## src/rtl/subtractor_two.sv

```systemverilog
`default_nettype none
// ============================================================================
// Module   : subtractor_two
// Brief    : Bit-serial (WIDTH+1)-bit subtractor, out = sum - in1, with
//            start/done handshake and underflow/overflow flags.
// Revision : 1.0 - initial release
// ============================================================================
module subtractor_two #(
   parameter int WIDTH = 10
) (
   input  logic             clk,
   input  logic             resetn,
   input  logic             start,
   input  logic [WIDTH:0]   sum,
   input  logic [WIDTH-1:0] in1,
   output logic             busy,
   output logic             done,
   output logic [WIDTH-1:0] out,
   output logic             underflow,
   output logic             overflow
);

   localparam int                 c_cnt_w = $clog2(WIDTH + 1);
   localparam logic [c_cnt_w-1:0] c_last  = c_cnt_w'(WIDTH);

   typedef enum logic [1:0] {
      S_IDLE = 2'd0,
      S_RUN  = 2'd1,
      S_DONE = 2'd2
   } state_t;

   state_t             r_state;
   state_t             w_next;
   logic [c_cnt_w-1:0] r_count;
   logic [WIDTH:0]     r_a;
   logic [WIDTH:0]     r_b;
   logic [WIDTH-1:0]   r_result;
   logic               r_borrow;

   logic w_accept;
   logic w_step;
   logic w_last;
   logic w_a;
   logic w_b;
   logic w_d;
   logic w_bout;

   // Operands are shifted right, so the active bit is always at position 0.
   assign w_a    = r_a[0];
   assign w_b    = r_b[0];
   assign w_d    = w_a ^ w_b ^ r_borrow;
   assign w_bout = (~w_a & w_b) | (~(w_a ^ w_b) & r_borrow);

   always_comb begin
      w_next   = r_state;
      busy     = 1'b0;
      done     = 1'b0;
      w_accept = 1'b0;
      w_step   = 1'b0;
      w_last   = 1'b0;
      case (r_state)
         S_IDLE: begin
            if (start) begin
               w_accept = 1'b1;
               w_next   = S_RUN;
            end
         end
         S_RUN: begin
            busy   = 1'b1;
            w_step = 1'b1;
            if (r_count == c_last) begin
               w_last = 1'b1;
               w_next = S_DONE;
            end
         end
         S_DONE: begin
            done   = 1'b1;
            w_next = S_IDLE;
         end
         default: w_next = S_IDLE;
      endcase
   end

   always_ff @(posedge clk or negedge resetn) begin
      if (!resetn) begin
         r_state <= S_IDLE;
      end else begin
         r_state <= w_next;
      end
   end

   always_ff @(posedge clk or negedge resetn) begin
      if (!resetn) begin
         r_count   <= '0;
         r_a       <= '0;
         r_b       <= '0;
         r_result  <= '0;
         r_borrow  <= 1'b0;
         out       <= '0;
         underflow <= 1'b0;
         overflow  <= 1'b0;
      end else if (w_accept) begin
         r_count  <= '0;
         r_a      <= sum;
         r_b      <= {1'b0, in1};
         r_result <= '0;
         r_borrow <= 1'b0;
      end else if (w_step) begin
         r_a      <= {1'b0, r_a[WIDTH:1]};
         r_b      <= {1'b0, r_b[WIDTH:1]};
         r_result <= {w_d, r_result[WIDTH-1:1]};
         r_borrow <= w_bout;
         if (w_last) begin
            // On the final step r_result already holds difference bits [WIDTH-1:0];
            // w_d is bit WIDTH and w_bout the final borrow.
            r_count   <= '0;
            out       <= r_result;
            underflow <= w_bout;
            overflow  <= ~w_bout & w_d;
         end else begin
            r_count <= r_count + c_cnt_w'(1);
         end
      end
   end

endmodule
`default_nettype wire

```

## config.mk

```make
export PLATFORM = sky130hd
export DESIGN_NAME = subtractor_two
export DESIGN_NICKNAME = d
export VERILOG_FILES = /design/src/rtl/subtractor_two.sv
export SDC_FILE = /design/constraint.sdc
export NUM_CORES = 1
export LEC_CHECK = 0
export CAP_MARGIN = 40
export CORE_ASPECT_RATIO = 0.7
export CORE_MARGIN = 2
export CORE_UTILIZATION = 40
export DETAILED_ROUTE_END_ITERATION = 7
export DONT_BUFFER_PORTS = 1
export MAX_ROUTING_LAYER = met4
export PLACE_DENSITY_LB_ADDON = 0.15
export SKIP_CTS_REPAIR_TIMING = 1
export SLEW_MARGIN = 20
export SYNTH_ARGS = -nofsm -noshare
export SYNTH_HDL_FRONTEND = slang
export SYNTH_SLANG_ARGS = --single-unit
```

## constraint.sdc

```tcl
create_clock -name clk -period 2.2 [get_ports clk]
set_clock_uncertainty 0.15 [all_clocks]
set_input_delay 0.44 -clock clk [delete_from_list [all_inputs] [get_ports clk]]
set_output_delay 0.44 -clock clk [all_outputs]
set_load 0.02 [all_outputs]
```

==> flow_summary.ini <==
[logic_synthesis]
synth_top_area_cell = dfrtp_1
syn-mean-instance-area_um2 = 11.9
yosysWarnings = 0
synthCells = 181
synth_most_common_cell = dfrtp_1
synth_seq_cells = 50
syn_nets = 208
synthTopCellsByCount = dfrtp_1 (50), nand2_1 (25), o21ai_0 (24)
synth_edf_count = 0
synth_cell_types = 28
synth_area_um2 = 2160
synth_top_area_frac = 0.580
synthArstFlopShare = 1.00
ys.flop_type = dfrtp_1
yosys-top-cells-area = dfrtp_1 (58%), a22oi_1 (6.6%), mux2_4 (6.3%)
seq_area_frac_synth = 0.580

[routing]
drc = 0
viasPerCell = 5.44
firstDrtPassIters = 4
wirelength_mm = 4.31
routedWlPerCell_um = 16.8
drtIter0Drc = 100
antenna_left = 0
num_vias = 1392

[critical_path]
worstPathArrival_ps = 1370
critPathKind = reg -> out
worstPathRequired_ps = 1610
ff2ff_path_depth = 5
crit_path_end_kind = primary output
start_kind = flop
cp_max_fo = 13

[power_and_ir_drop]
clkPwrFrac = 0.180
power.internal_mw = 1.93
combPwrFrac = 0.289
p_leak_nw = 1.04
power.density_nw_per_um2 = 1300
p_sw_frac = 0.367
pwr-share-seq = 0.531
irDropWorstVdd_uv = 468
switching_power_mw = 1.12

[floorplanning]
start_util = 0.413
die_x_um = 91.8
fp.coreArea_um2 = 5230
row_count = 22
num_io_pins = 38
die_h_um = 65.5
die_area_um2 = 6010

[global_route]
overflow = 0
grt_pass1_wl_mm = 7.36
grt_max_degree = 51
antenna_found_initial = 0
globalRouteTotalUtil = 0.161
grt_pass1_vias = 1426

[cells_and_area]
synthToLayoutAreaGrowth_pct = 8.93
antennaDiodeCount = 0
nets = 210
final_layout_size_suffix_gt1_frac = 0.163
seq_area_um2 = 1250
multi_input_area_um2 = 826
fillers = 490
fin_util = 0.450

[cts]
cts.clk_slew.worst_paths_ps = 90
insertion_delay_ps = 300
cts-buffers-inserted = 5
cts_tree = built
cts_htree_levels = 2
cts_buffer_depth = 2
clock-sinks = 50
cts_root_buf = clkbuf_8

[sta]
fin_crit_ps = 1960
setup_tns_ps = 0
slew_viol_final = 0
post-route-period-util = 0.891
fmax_ghz = 0.510
rsz0062_at_grt = false
worst_pin_slew_ps = 706
max_slew_margin = 0.529
hold_viol = 0
setup_viol = 0

[worst_hold_path]
whs_path_depth = 2
hold_class = in -> reg

[status]
status = completed

[placement]
hpwl_mm = 2.94
io_buffers = 0
gp_congestion = 0.753

[run]
drv_cap = 0
power by group through the flow:
stage	Clock [mW]	Sequential [mW]	Combinational, mW
after floorplan	0	1.56	0.714
after global placement	0	1.63	0.826
after detailed placement	0	1.64	0.867
after CTS	0.584	1.62	0.874
after global routing	0.620	1.67	1.01
final	0.550	1.62	0.882
per-layer routing:
metal,global-route usage,share of wire
met2,0.230,0.45
met3,0.0505,0.074
met5,-,0
met4,0.0336,0.0044
met1,0.228,0.47
final timing paths:
kind | startpoint | endpoint | slack [ps]
setup / recovery | r_state[1] | busy | 240
setup reg to reg | r_count[0] | out[7] | 310
hold reg to reg | r_a[1] | r_a[1] | 340
max in group asynchronous | resetn | r_a[1] | 1200
min in group asynchronous | resetn | out[5] | 480
hold / removal | start | r_state[0] | 140
cell type report:
cell class,instances,share of cell area
sequential,50,0.532
multi-input combinational,115,0.351
tap,72,0.0383
timing repair buffer,7,0.0319
clock buffer,5,0.0293
clock inverter,3,0.0106
inverter,4,0.00639
registers in the layout (all words and copies together), names as in the netlist:
signal / flops
r_a: 11
out: 10
r_b: 10
r_result: 10
r_count: 4
r_state: 2
overflow: 1
r_borrow: 1
underflow: 1
through the flow:
stage / hold WS, ps / setup WS, ps / instances / cell area, µm² / power (mW)
global route: 154 / 140 / 256 / 2350 / 3.30
floorplan: -5.59 / 563 / 181 / 2160 / 2.28
CTS: -351 / 220 / 254 / 2310 / 3.08
finish: 139 / 240 / 256 / 2350 / 3.05
global placement: -3.91 / 404 / 246 / 2220 / 2.45
detailed placement: -4.38 / 306 / 246 / 2220 / 2.51
cells by family after synthesis:
group                      count (synthesis)  synth area share
muxes                                     11            0.0730
and+or+nand+nor                           37            0.0904
DFF                                       50             0.580
buffers and inverters                     16            0.0377
adders and majority gates                  3            0.0209
AOI/OAI and AO/OA                         64             0.198
critical path: stages, from the launching register on:
cell	delay [ps]
dfrtp_1	450
nand2b_4	200
inv_1	420
cells in the final DEF, fill, tap and decap left out, types with 2 or more instances in the layout:
cell and instances:
clkbuf_8 5, nand3_1 2, o21ai_1 3, o21ai_0 24
mux2_4 9, nand2_1 25, mux2_2 2, a22oi_1 19
nor2b_1 5, buf_4 5, ha_1 2, a22o_1 10
dfrtp_1 50, a21oi_1 3, inv_1 4
Power figures use the tool's default switching activity.
